--- src/rtl/mem_access_pkg.sv ---
// Shared types for the memory request front-end.
// Widths here must match the attached single-port memory.
package mem_access_pkg;

  localparam int DATA_SIZE  = 8;
  localparam int ADDR_WIDTH = 12;
  localparam int FIFO_DEPTH = 4;

  typedef struct packed {
    logic                  write;
    logic [ADDR_WIDTH-1:0] addr;
    logic [DATA_SIZE-1:0]  wdata;
  } mem_req_t;

  typedef enum logic [1:0] {
    IDLE,
    ISSUE,
    CAPTURE,
    RESP
  } ctrl_state_t;

endpackage

--- src/rtl/mem_req_fifo.sv ---
// Request FIFO of mem_req_t entries.
// Full/empty derive from a registered occupancy count.
module mem_req_fifo
  import mem_access_pkg::*;
#(
  parameter int DEPTH = FIFO_DEPTH
) (
  input  logic     clock,
  input  logic     reset,
  input  logic     push,
  input  logic     pop,
  input  mem_req_t wr,
  output mem_req_t rd,
  output logic     full,
  output logic     empty
);

  localparam int PW = $clog2(DEPTH);

  mem_req_t        slots [DEPTH];
  logic [PW-1:0]   wp;
  logic [PW-1:0]   rp;
  logic [PW:0]     count;
  logic            do_push;
  logic            do_pop;

  assign full    = (count == (PW+1)'(DEPTH));
  assign empty   = (count == '0);
  assign do_push = push & ~full;
  assign do_pop  = pop & ~empty;
  assign rd      = slots[rp];

  always_ff @(posedge clock) begin
    if (reset) begin
      wp    <= '0;
      rp    <= '0;
      count <= '0;
    end else begin
      if (do_push) wp <= wp + 1'b1;
      if (do_pop)  rp <= rp + 1'b1;
      unique case ({do_push, do_pop})
        2'b10:   count <= count + 1'b1;
        2'b01:   count <= count - 1'b1;
        default: count <= count;
      endcase
    end
  end

  // Storage needs no reset; validity is tracked by count.
  always_ff @(posedge clock) begin
    if (do_push) slots[wp] <= wr;
  end

endmodule

--- src/rtl/mem_access_ctrl.sv ---
// Request front-end sequencing a single-port sync memory.
// MEM_ACCESS_CTRL_WRITE_ACK_EN: writes also return a response.
module mem_access_ctrl #(
  parameter int DATA_SIZE  = mem_access_pkg::DATA_SIZE,
  parameter int ADDR_WIDTH = mem_access_pkg::ADDR_WIDTH,
  parameter int FIFO_DEPTH = mem_access_pkg::FIFO_DEPTH
) (
  input  logic                  clock,
  input  logic                  reset,
  input  logic                  req_valid,
  output logic                  req_ready,
  input  logic                  req_write,
  input  logic [ADDR_WIDTH-1:0] req_addr,
  input  logic [DATA_SIZE-1:0]  req_wdata,
  output logic                  rsp_valid,
  input  logic                  rsp_ready,
  output logic [DATA_SIZE-1:0]  rsp_rdata,
  output logic                  mem_read_en,
  output logic                  mem_write_en,
  output logic [ADDR_WIDTH-1:0] mem_addr,
  output logic [DATA_SIZE-1:0]  mem_wdata,
  input  logic [DATA_SIZE-1:0]  mem_rdata,
  output logic                  busy
);

  import mem_access_pkg::*;

  ctrl_state_t state;
  mem_req_t    in_req;
  mem_req_t    head;
  logic        full;
  logic        empty;
  logic        push;
  logic        pop;

  assign in_req    = '{write: req_write,
                       addr:  req_addr,
                       wdata: req_wdata};
  assign req_ready = ~full & ~reset;
  assign push      = req_valid & req_ready;
  assign pop       = (state == IDLE) & ~empty;
  assign busy      = ~empty | (state != IDLE);

  mem_req_fifo #(
    .DEPTH (FIFO_DEPTH)
  ) u_fifo (
    .clock (clock),
    .reset (reset),
    .push  (push),
    .pop   (pop),
    .wr    (in_req),
    .rd    (head),
    .full  (full),
    .empty (empty)
  );

  // In ISSUE, mem_write_en itself says whether the op is a write.
  always_ff @(posedge clock) begin
    if (reset) begin
      state        <= IDLE;
      mem_read_en  <= 1'b0;
      mem_write_en <= 1'b0;
      mem_addr     <= '0;
      mem_wdata    <= '0;
      rsp_valid    <= 1'b0;
      rsp_rdata    <= '0;
    end else begin
      unique case (state)
        IDLE: begin
          if (!empty) begin
            mem_addr     <= head.addr;
            mem_wdata    <= head.wdata;
            mem_read_en  <= ~head.write;
            mem_write_en <= head.write;
            state        <= ISSUE;
          end
        end
        ISSUE: begin
          mem_read_en  <= 1'b0;
          mem_write_en <= 1'b0;
          if (mem_write_en) begin
`ifdef MEM_ACCESS_CTRL_WRITE_ACK_EN
            rsp_valid <= 1'b1;
            rsp_rdata <= mem_wdata;
            state     <= RESP;
`else
            state     <= IDLE;
`endif
          end else begin
            state <= CAPTURE;
          end
        end
        CAPTURE: begin
          rsp_rdata <= mem_rdata;
          rsp_valid <= 1'b1;
          state     <= RESP;
        end
        RESP: begin
          if (rsp_ready) begin
            rsp_valid <= 1'b0;
            state     <= IDLE;
          end
        end
        default: state <= IDLE;
      endcase
    end
  end

endmodule

--- config.mk ---
export PLATFORM = sky130hd
export DESIGN_NAME = mem_access_ctrl
export DESIGN_NICKNAME = d
export VERILOG_FILES = /design/src/rtl/mem_access_pkg.sv /design/src/rtl/mem_req_fifo.sv /design/src/rtl/mem_access_ctrl.sv
export SDC_FILE = /design/constraint.sdc
export NUM_CORES = 1
export LEC_CHECK = 0
export ABC_AREA = 1
export CAP_MARGIN = 20
export CORE_MARGIN = 2
export CORE_UTILIZATION = 55
export CTS_CLUSTER_SIZE = 28
export DETAILED_ROUTE_END_ITERATION = 8
export GPL_ROUTABILITY_DRIVEN = 0
export PLACE_DENSITY = 0.88
export RECOVER_POWER = 25
export REMOVE_ABC_BUFFERS = 1
export SYNTH_ARGS = -nofsm -noshare
export SYNTH_HDL_FRONTEND = slang
export SYNTH_SLANG_ARGS = --single-unit
--- constraint.sdc ---
create_clock -name clock -period 2.8 [get_ports clock]
set_clock_uncertainty 0.05 [all_clocks]
set_input_delay 0.56 -clock clock [delete_from_list [all_inputs] [get_ports clock]]
set_output_delay 0.56 -clock clock [all_outputs]
set_load 0.05 [all_outputs]
==> reports/metrics.csv <==
stage;metric;value;unit
clock_network;H-tree levels;4;
clock_network;CTS clk-pin slew, worst paths;0.06;ns
min_path;Hold Path Class;register to register;
floorplan;die area;0.00989;mm2
place;I/O Buffers;65;
clock_network;Hold Buf Count CTS;0;
clock_network;Clk Latency, worst-skew pair;0.52;ns
finish;nets;570;
synth;Unique masters post-synth;30;
route;DRC violations left;0;
worst_setup_path;Critical path buffers and inverters;3;
floorplan;Initial Utilization;57.2;%
timing;Tightest Pin Transition;0.721;ns
worst_setup_path;cells along the critical path;nor2_4, inv_1, nor2_1, inv_1, clkdlybuf4s50_1;
power_and_ir_drop;Seq pwr share;32.4;%
place;Final HPWL DP;6080;um
clock_network;CTS tree;built;
grt;first-pass GRT wire length;17200;um
route;TritonRoute pass-1 iters;4;
finish;Layout area overhead;26.0;%
worst_setup_path;max incr delay on CP;0.69;ns
timing;Final Slew Violations;0;
finish;share of post-route cells with drive strength above 1;11.2;%
finish;Antenna diodes;0;
clock_network;post-CTS setup buffers;0;
power_and_ir_drop;cell leakage power;2.37;nW
floorplan;Die Y;99.5;um
clock_network;root buf cell;clkbuf_8;
power_and_ir_drop;Sw Pwr;2.96;mW
flow_run;maxcap violations;0;
route;Final ANT Viol Nets;0;
worst_setup_path;Max stage delay cell, worst path;clkdlybuf4s50_1;
synth;Yosys reg bits;126;
worst_setup_path;most frequent CP cell;inv_1;
timing;setup tns final;0;ns
power_and_ir_drop;Comb power frac;38.5;%
route;1st-iter DRT viols;268;
grt;global route total overflow;0;
route;Post-Route WL;10600;um
worst_setup_path;critical path fanouts, max;4;
worst_setup_path;Worst setup SP type;register;
worst_setup_path;Largest delay share family, worst path;buffers and inverters;
power_and_ir_drop;Pwr Density;1210;mW/mm2
power_and_ir_drop;clock share of power;29.1;%
timing;setup violators final;0;
finish;commonest non-fill, non-tap cells in the layout;137 x nor2_1, 84 x edfxtp_1, 51 x o21ai_1, 48 x clkdlybuf4s50_1, 42 x dfxtp_1;
finish;Design Area, Final;0.00632;mm2
floorplan;Die Wd;99.5;um
synth;Cell Area, Synth;0.00501;mm2
timing;Hold Violations, Final;0;
timing;Slew headroom;51.9;%
clock_network;Clock Sinks;126;
power_and_ir_drop;peak supply drop;804;uV
route;via count;3456;
worst_setup_path;Worst EP required;2.19;ns
place;dpl cell area;0.00571;mm2
grt;number of global-route vias before repair;3631;
timing;RSZ-0062 raised after global routing;no;
finish;most common cell after layout, fill and taps aside;nor2_1;
worst_setup_path;critical path class;register to output port;
synth;mean post-synth cell area;10.9;um2
synth;YS warnings;0;
power_and_ir_drop;internal cell power;4.68;mW
timing;final worst-path setup slack;0.183;ns
worst_setup_path;Worst Setup End Kind;output port;
timing;fin crit share;93.5;%
floorplan;Core Rows;34;
timing;Fin Hold WS;0.438;ns
timing;fin crit period;2.62;ns
grt;largest net degree at the start of global routing;43;
place;worst slack, placed;0.281;ns
grt;GRT Total Usage;23.1;%
route;vias per inst;5.30;
outcome;status;finished, final reports clean;
worst_setup_path;Worst Path Arrival;2.01;ns
floorplan;Top Ports;66;
grt;antenna violations before repair;0;
timing;FMAX;382;MHz
synth;sequential share of the synthesized area;67.1;%
power_and_ir_drop;sw frac;38.8;%
clock_network;CTS Buf Count;17;
floorplan;core region area;0.00876;mm2
route;routed length per instance;16.3;um
clock_network;clk buf depth;2;
clock_network;post-CTS sizing;0;
synth;Cells after Synth;460;
-- worst register-to-register path, stage by stage, from the launching register on --
cell and delay [ns]:
dfxtp_1 0.35, nor2_4 0.19, nand2_8 0.17, inv_8 0.23, ha_1 0.22, inv_1 0.08, fa_1 0.38, nand2_1 0.09
nand3_1 0.09, o21ai_0 0.16, a21oi_1 0.07
-- path summary, 6_finish.rpt --
kind | startpoint | end | slack, ns | cells past startpoint
hold / removal | rsp_rdata[4]$_SDFFE_PP0P_ | rsp_rdata[4]$_SDFFE_PP0P_ | 0.44 | 2
setup reg to reg | register | u_fifo.count[2]$_SDFFE_PP0P_ | 0.60 | 10
hold reg to reg | rsp_rdata[4]$_SDFFE_PP0P_ | rsp_rdata[4]$_SDFFE_PP0P_ | 0.44 | 2
setup / recovery | register | busy | 0.18 | 5
-- layout make-up --
class,count,area (um2)
flip-flops and latches,126,3360
fillers,577,2450
clock inverters,11,165
clock buffers,21,439
repair buffers,73,746
well taps,108,135
inverters,28,113
multi-input cells,285,1360
-- power groups by stage --
stage	combinational, mW	sequential (mW)	clock [mW]
floorplan	1.27	3.26	0
global placement	2.83	2.50	0
detailed placement	2.93	2.51	0
CTS	2.97	2.48	2.25
global route	3.21	2.51	2.33
finish	2.94	2.48	2.22
-- stage by stage --
stage | power [mW] | std cells | util (%)
global route | 8.05 | 652 | 72.1
CTS | 7.70 | 652 | 72.1
floorplan | 4.53 | 439 | -
detailed placement | 5.44 | 620 | 65.2
global placement | 5.33 | 620 | 65.2
finish | 7.65 | 652 | 72.1
-- metal layers --
metal,GRT usage (%),part of all wire (%),up-vias
met5,0,0,-
met4,9.91,0.73,0
met3,6.18,6.7,10
met2,41.5,55,131
met1,25.9,38,1638
li1,-,-,1677
-- synth_stat cells (all sizes together) --
master / n / area share, %
nand3: 8 / 0.90
dfxtp: 42 / 17
xor2: 1 / 0.17
clkbuf: 1 / 0.15
nand2: 39 / 3.6
o21ai: 73 / 7.8
o22ai: 1 / 0.12
nor3: 1 / 0.10
a21oi: 12 / 1.3
edfxtp: 84 / 50
and2: 1 / 0.12
inv: 28 / 2.2
ha: 5 / 1.2
fa: 1 / 0.40
buf: 20 / 3.6
nor2: 143 / 11
-- logic make-up (layout without fill, tap and decap cells) --
| kind of cell | after synthesis | after routing | share of synthesized area, % |
|---|---|---|---|
| simple gates | 192 | 192 | 15.7 |
| buf+inv | 49 | 133 | 6.04 |
| fa+ha+maj | 6 | 6 | 1.65 |
| compound gates | 86 | 86 | 9.29 |
| flops | 126 | 126 | 67.1 |
| xor+xnor | 1 | 1 | 0.175 |
-- registers in the layout, indices dropped and copies added, names as in the netlist, named ones only --
name	cells
mem_write_en	1
state	1
u_fifo.wp	2
u_fifo.slots	84
mem_read_en	1
u_fifo.rp	2
mem_wdata	8
u_fifo.count	3
rsp_valid	1
rsp_rdata	8
mem_addr	12
(Power assumes the default switching activity.)
